## config.mk

```make
export PLATFORM = sky130hd
export DESIGN_NAME = pixel_stream_loader
export DESIGN_NICKNAME = d
export VERILOG_FILES = /design/src/rtl/pixel_stream_loader.sv
export SDC_FILE = /design/constraint.sdc
export NUM_CORES = 1
export LEC_CHECK = 0
export CORE_MARGIN = 8
export CORE_UTILIZATION = 28
export CTS_BUF_LIST = sky130_fd_sc_hd__clkbuf_8
export DETAILED_ROUTE_END_ITERATION = 8
export GPL_TIMING_DRIVEN = 0
export SLEW_MARGIN = 20
export SYNTH_ARGS = -nofsm -noshare
export SYNTH_HDL_FRONTEND = slang
export SYNTH_SLANG_ARGS = --single-unit
export TNS_END_PERCENT = 5
```

## constraint.sdc

```tcl
create_clock -name clock -period 4.7 [get_ports clock]
set_input_delay 0.94 -clock clock [delete_from_list [all_inputs] [get_ports clock]]
set_output_delay 0.94 -clock clock [all_outputs]
set_load 0.01 [all_outputs]
```

## src/rtl/pixel_stream_loader.sv

```systemverilog
// Stream loader: accepts one RGB888 frame, converts each pixel to 8-bit luma and writes it in raster order.
// Optional LOADER_CHECKSUM_EN adds io_checksum, the mod-2^16 sum of the luma bytes written this frame.
module pixel_stream_loader #(
    parameter int IMG_W  = 512,
    parameter int IMG_H  = 512,
    parameter int ADDR_W = 18,
    parameter int COEF_R = 77,
    parameter int COEF_G = 150,
    parameter int COEF_B = 29
) (
    input  logic              clock,
    input  logic              reset,
    input  logic              io_load_start,
    output logic              io_load_done,
    output logic              io_busy,
    input  logic              io_in_valid,
    output logic              io_in_ready,
    input  logic [23:0]       io_in_rgb,
    input  logic              io_in_last,
    output logic              io_mem_wen,
    output logic [ADDR_W-1:0] io_mem_addr,
    output logic [7:0]        io_mem_wdata,
`ifdef LOADER_CHECKSUM_EN
    output logic [15:0]       io_checksum,
`endif
    output logic              io_err_frame
);

    localparam logic [1:0] IDLE  = 2'd0;
    localparam logic [1:0] LOAD  = 2'd1;
    localparam logic [1:0] DRAIN = 2'd2;
    localparam logic [1:0] DONE  = 2'd3;

    localparam int unsigned NUM_PIX = IMG_W * IMG_H;
    localparam logic [ADDR_W-1:0] LAST_IDX = ADDR_W'(NUM_PIX - 1);
    localparam logic [15:0] CR = 16'(COEF_R);
    localparam logic [15:0] CG = 16'(COEF_G);
    localparam logic [15:0] CB = 16'(COEF_B);

    logic [1:0]        state;
    logic [ADDR_W-1:0] pix_idx;
    logic              accept;
    logic              at_last_idx;
    logic              frame_end;

    logic              s1_valid;
    logic [15:0]       s1_prod_r;
    logic [15:0]       s1_prod_g;
    logic [15:0]       s1_prod_b;
    logic [ADDR_W-1:0] s1_addr;
    logic [16:0]       luma_sum;
    logic              luma_sum_unused;

    assign io_in_ready  = (state == LOAD);
    assign io_busy      = (state == LOAD) || (state == DRAIN);
    assign io_load_done = (state == DONE);

    assign accept      = io_in_valid & io_in_ready;
    assign at_last_idx = (pix_idx == LAST_IDX);
    assign frame_end   = accept & (io_in_last | at_last_idx);

    // Weights sum to 256, so the rounded sum of three 8-bit products never exceeds 16 bits.
    assign luma_sum = {1'b0, s1_prod_r} + {1'b0, s1_prod_g} + {1'b0, s1_prod_b} + 17'd128;
    assign luma_sum_unused = ^{luma_sum[16], luma_sum[7:0]};

    always_ff @(posedge clock) begin
        if (!reset) begin
            state        <= IDLE;
            pix_idx      <= '0;
            io_err_frame <= 1'b0;
        end else begin
            case (state)
                IDLE: begin
                    if (io_load_start) begin
                        state        <= LOAD;
                        pix_idx      <= '0;
                        io_err_frame <= 1'b0;
                    end
                end
                LOAD: begin
                    if (accept) begin
                        pix_idx <= pix_idx + ADDR_W'(1);
                    end
                    if (frame_end) begin
                        state <= DRAIN;
                        // Error when last and the final index disagree: early last, or missing last.
                        io_err_frame <= io_in_last ^ at_last_idx;
                    end
                end
                DRAIN: begin
                    if (!s1_valid && !io_mem_wen) begin
                        state <= DONE;
                    end
                end
                DONE: begin
                    if (!io_load_start) begin
                        state <= IDLE;
                    end
                end
                default: state <= IDLE;
            endcase
        end
    end

    always_ff @(posedge clock) begin
        if (!reset) begin
            s1_valid  <= 1'b0;
            s1_prod_r <= '0;
            s1_prod_g <= '0;
            s1_prod_b <= '0;
            s1_addr   <= '0;
        end else begin
            s1_valid <= accept;
            if (accept) begin
                s1_prod_r <= 16'(io_in_rgb[23:16]) * CR;
                s1_prod_g <= 16'(io_in_rgb[15:8]) * CG;
                s1_prod_b <= 16'(io_in_rgb[7:0]) * CB;
                s1_addr   <= pix_idx;
            end
        end
    end

    always_ff @(posedge clock) begin
        if (!reset) begin
            io_mem_wen   <= 1'b0;
            io_mem_wdata <= '0;
            io_mem_addr  <= '0;
        end else begin
            io_mem_wen <= s1_valid;
            if (s1_valid) begin
                io_mem_wdata <= luma_sum[15:8];
                io_mem_addr  <= s1_addr;
            end
        end
    end

`ifdef LOADER_CHECKSUM_EN
    // Pipeline is always empty in IDLE, so clearing on start never races an accumulate.
    always_ff @(posedge clock) begin
        if (!reset) begin
            io_checksum <= '0;
        end else if (state == IDLE && io_load_start) begin
            io_checksum <= '0;
        end else if (io_mem_wen) begin
            io_checksum <= io_checksum + 16'(io_mem_wdata);
        end
    end
`endif

endmodule

```

=== Yosys cells after proc, flatten, opt, wreduce, memory -nomap -nowiden ===
Cells that the tools add are included.

* $add $sub $neg: 4
* $mul: 3
* Equality and inequality tests: 9
* Multiplexer cells: 11
* Bitwise gates (word level): 4
* Reduce and logical (&&, ||, !) cells: 9

{| class="wikitable"
|+ Operator list
! operator !! number
|-
| 18-bit 2-to-1 mux || 2
|-
| 18-bit case mux with 2 select lines || 1
|-
| 8-bit by 7-bit multiplier with 15-bit output, second input constant || 2
|-
| 18-bit by 1-bit adder with 18-bit output, second input constant || 1
|-
| 18-bit == test, second input constant || 1
|-
| 15-bit by 16-bit adder with 16-bit output || 1
|-
| 16-bit by 13-bit adder with 16-bit output || 1
|-
| 16-bit by 8-bit adder with 16-bit output, second input constant || 1
|-
| 8-bit by 5-bit multiplier with 13-bit output, second input constant || 1
|-
| 2-bit 2-to-1 mux || 4
|-
| 2-bit case mux with 4 select lines || 1
|-
| 2-bit by 1-bit != test with 1-bit output, second input constant || 3
|-
| 3-bit AND reduction || 2
|-
| 2-bit == test, second input constant || 2
|-
| 2-bit != test, second input constant || 2
|-
| 4-bit AND reduction || 1
|-
| 1-bit bitwise AND || 2
|-
| 2-bit by 1-bit == test with 1-bit output, second input constant || 1
|-
| 1-bit logical NOT || 2
|-
| 2-bit logical NOT || 1
|-
| 1-bit 2-to-1 mux || 2
|-
| 1-bit case mux with 2 select lines || 1
|-
| 2-bit nonzero test || 1
|-
| 1-bit logical AND || 1
|-
| other kinds (3) || 3
|}

* Bits in registers: 110
* Bits of input ports: 29

=== Depth between registers and ports, before layout ===
* Word-level depth: 5
* Mapped depth: 14
* Gate-level depth less buffers: 14

=== Worst setup path after synthesis ===
Ideal clock, no wire load.

* Kind: input port to flip-flop
* From: input port io_in_rgb[12]
* To: register s1_prod_g[13]
* Setup time: 0.062 ns
* Data arrival time: 3.769 ns
* Data required time: 4.638 ns
* Setup slack: 0.869 ns
* Cell stages on the path: 13
* Path buffers: 0
* Path through: ha_1 -> ha_1 -> inv_1 -> fa_1 -> fa_1 -> inv_1 -> ha_1 -> o21a_1 -> o21ai_0 -> nand2b_1 -> a41oi_1 -> or4_1 -> nand3_1

* Cells in the longest elaborated chain, start to end: 1

{| class="wikitable"
|+ RTL lines
! what !! line !! RTL
|-
| start: declaration || 18 || <nowiki>input logic [23:0] io_in_rgb,</nowiki>
|-
| 8-bit by 7-bit multiplier with 15-bit output || 116 || <nowiki>s1_prod_g <= 16'(io_in_rgb[15:8]) * CG;</nowiki>
|-
| end signal: assignment || 116 ||
|-
| end: declaration || 48 || <nowiki>logic [15:0] s1_prod_g;</nowiki>
|}

No other way between the ends.
A chain may end at the register's enable or synchronous reset.

=== Final worst setup path ===
* From: input port io_in_rgb[21]
* To: register s1_prod_r[12]

* Cells in the longest elaborated chain, start to end: 1

{| class="wikitable"
|+ RTL lines
! what !! line !! RTL
|-
| 8-bit by 7-bit multiplier with 15-bit output || 115 || <nowiki>s1_prod_r <= 16'(io_in_rgb[23:16]) * CR;</nowiki>
|-
| end signal: assignment || 115 ||
|-
| end: declaration || 47 || <nowiki>logic [15:0] s1_prod_r;</nowiki>
|}

No other way between the ends.

==> results by group <==
Clock network
  – Post-CTS Resized: 0
  – Setup bufs post-CTS: 0
  – Hold buffers post-CTS: 0
  – Clk pin slew, worst setup/hold paths: 0.10 ns
  – CTS Buffer Depth: 2
  – H-tree depth: 3
  – Clock root buffer: clkbuf_8
  – Num CTS Buffers: 9
  – Clk_lat worst skew: 0.39 ns
  – TritonCTS clock tree: built
  – Clock Sinks: 110

Layout
  – Syn-to-layout area delta: 16.1%
  – Final net count: 1191
  – Fraction of layout cells with a size suffix above 1: 4.41%
  – Final Core Density: 32.9%
  – Post-route insts no fill: 1382
  – Ant. Diodes: 0

Synthesis
  – Post-synth top cells: ha_1 (131), inv_1 (125), dfxtp_1 (110), nand2_1 (96), a21oi_1 (67)
  – Async S/R FF share, synth: 0%
  – Synth Cell Area: 8090 sq um
  – Count of different cell masters after synthesis: 66
  – Mapped Avg Cell Area: 8.75 sq um
  – Top-count cell post-synth: ha_1
  – Mapped Cells: 924
  – Number of flops mapped to enable cells by yosys: 0
  – Synth top area share: 27.2%
  – Syn Nets: 1122
  – Synth warn: 0
  – Top FF cell, synth: dfxtp_1
  – Part of the Yosys area used for sequential elements: 27.2%
  – Synth area leaders: dfxtp_1 (27%), ha_1 (20%), fa_1 (9.4%)
  – Synth area leader: dfxtp_1
  – Seq cells post-synth: 110

Timing
  – Final Critical Period: 4.36 ns
  – Clock skew: 0.00877 ns
  – Crit share post-route: 92.7%
  – Worst slew margin: 51.5%
  – Final setup fails: 0
  – Hold_ws: 0.461 ns
  – Max frequency: 229 MHz
  – Worst slew pin tran: 0.728 ns
  – RSZ-0062 raised after global routing: false
  – Pins Over Slew Limit: 0
  – Endpoints failing hold: 0

Job
  – Maxcap violations: 0

Drt
  – DRC viols: 0
  – Drt initial violations: 359
  – Drt wl/cell: 14.0 um
  – DRT Pass-1 Iters: 4
  – Routed wire length: 19.3 mm
  – Vias/cell: 4.67
  – Via count: 6448
  – Post-DRT Antenna Nets: 0

Setup path
  – Top cell by count, worst path: ha_1
  – Worst path max stage delay: 0.62 ns
  – Crit-path leading delay family: adder cells
  – CP arrival: 4.64 ns
  – CP Capture Type: flop
  – Slowest stage cell, crit path: clkdlybuf4s50_1
  – CP startpoint kind: primary input
  – Crit-path cells: clkdlybuf4s50_1 -> ha_1 -> ha_1 -> inv_1 -> fa_1 -> fa_1 -> inv_1 -> ha_1 -> a2111oi_0 -> o21ai_0 -> a41oi_1 -> or4_1 -> nand3_1
  – Critical Path RT: 4.98 ns
  – Crit Path Class: in -> reg
  – Buf/Inv on CP: 3
  – Crit Path Max Fanout: 4

Placed design
  – GP Congestion: 0.814
  – Input/output buffers: 58
  – HPWL Detailed: 15.6 mm
  – Placed cells: 1366

Floorplanning
  – Core area: 28500 sq um
  – Die area: 34600 sq um
  – Die W: 186 um
  – DIE HEIGHT: 186 um
  – Initial core utilization: 28.3%
  – Rows: 62
  – Num ports: 60

Pwr
  – Combinational Power Share: 48.3%
  – Leakage power: 4.06 nW
  – Total power: 3.44 mW
  – Power Density: 366 nW/um^2
  – Max IR drop VDD: 0.188 mV
  – Clock power share: 20.0%
  – Sw Ratio: 41.5%
  – Int Power: 2.01 mW
  – Net load switching power: 1.43 mW
  – Flop pwr share: 31.8%

Min path
  – Tightest Hold Check Type: reg -> reg

Global routing
  – Initial antenna violation count: 0
  – Largest net degree at the start of global routing: 20
  – Gr ovfl total: 0
  – Vias in the first global route: 6516
  – GRT Total Usage: 11.6%
  – First-pass GRT wire length: 32.5 mm

Status
  – Run status: finished, final reports clean
[cell families (layout without fill, tap and decap cells)]
family / count (synthesis) / in the layout / share of synthesized area [%]
buf+inv: 161 / 235 / 7.69
mux: 26 / 26 / 3.30
simple gates: 263 / 263 / 15.9
xor+xnor: 34 / 34 / 3.68
compound gates: 161 / 161 / 12.5
flops: 110 / 110 / 27.2
fa+ha+maj: 169 / 169 / 29.7
[power groups by stage]
stage | registers (mW) | clock network (mW) | logic (mW)
CTS | 1.09 | 0.699 | 1.68
floorplan | 1.10 | 0 | 1.22
global route | 1.10 | 0.737 | 1.89
finish | 1.09 | 0.686 | 1.66
detailed placement | 1.11 | 0 | 1.66
global placement | 1.11 | 0 | 1.63
[metrics by stage]
step / worst slack (ns) / setup TNS (ns) / area, sq um
floorplan: 0.869 / 0 / 8090
global placement: 0.00527 / 0 / 9150
detailed placement: -0.0289 / -0.0712 / 9150
CTS: 0.339 / 0 / 9390
global route: 0.145 / 0 / 9390
finish: 0.342 / 0 / 9390
[flip-flops by register name (all words and copies together) (netlist names)]
register / flops
io_mem_addr: 18
s1_prod_b: 13
pix_idx: 18
s1_addr: 18
state: 2
io_mem_wdata: 8
s1_prod_g: 15
s1_prod_r: 15
s1_valid: 1
io_err_frame: 1
io_mem_wen: 1
[per-layer routing]
| metal | GRT usage (%) | vias up | routed length, um |
|---|---|---|---|
| met4 | 2.99 | 0 | 257 |
| met3 | 1.85 | 19 | 646 |
| met1 | 15.2 | 3059 | 9400 |
| met5 | 0 | - | 0 |
| li1 | - | 3271 | - |
| met2 | 19.6 | 99 | 9040 |
[worst min-delay path: stages, from the launching register on]
cell and delay, ns:
dfxtp_1 0.32, nand2_1 0.05, a21oi_1 0.05
[cells in the final DEF, fill, tap and decap left out, drive strengths merged, types with 6 or more instances in the layout]
cell and instances:
o211ai 7, nand3 30, or3 11, clkdlybuf4s50 58, o21ai 31, and3 6, a21o 9, nor3 10
a211oi 10, xnor2 18, fa 38, nand4 14, ha 131, dfxtp 110, inv 130, nand2 96
buf 13, a21oi 69, clkbuf 32, mux2i 24, nor2 62, nand2b 6, o21bai 6, xor2 16
[cell type report]
cell class / instances / area (sq um)
Sequential cell: 110 / 2200
Timing Repair Buffer: 58 / 581
Tap cell: 384 / 480
Fill cell: 3045 / 19200
Buffer: 35 / 149
Clock buffer: 10 / 138
Clock inverter: 6 / 100
Multi-Input combinational cell: 653 / 5260
Inverter: 126 / 473
[path summary, 6_finish.rpt]
kind / depth (start not counted) / slack (ns) / startpoint / endpoint
worst max-delay path: 13 / 0.34 / io_in_rgb[21] / s1_prod_r[12]$_SDFFE_PN0P_
worst min-delay path: 2 / 0.46 / s1_prod_b[8]$_SDFFE_PN0P_ / s1_prod_b[8]$_SDFFE_PN0P_
worst max register to register: 11 / 1.69 / s1_prod_r[4]$_SDFFE_PN0P_ / io_mem_wdata[5]$_SDFFE_PN0P_
worst min register to register: 2 / 0.46 / s1_prod_b[8]$_SDFFE_PN0P_ / s1_prod_b[8]$_SDFFE_PN0P_
Note: power is estimated with default switching activity, not from simulation.
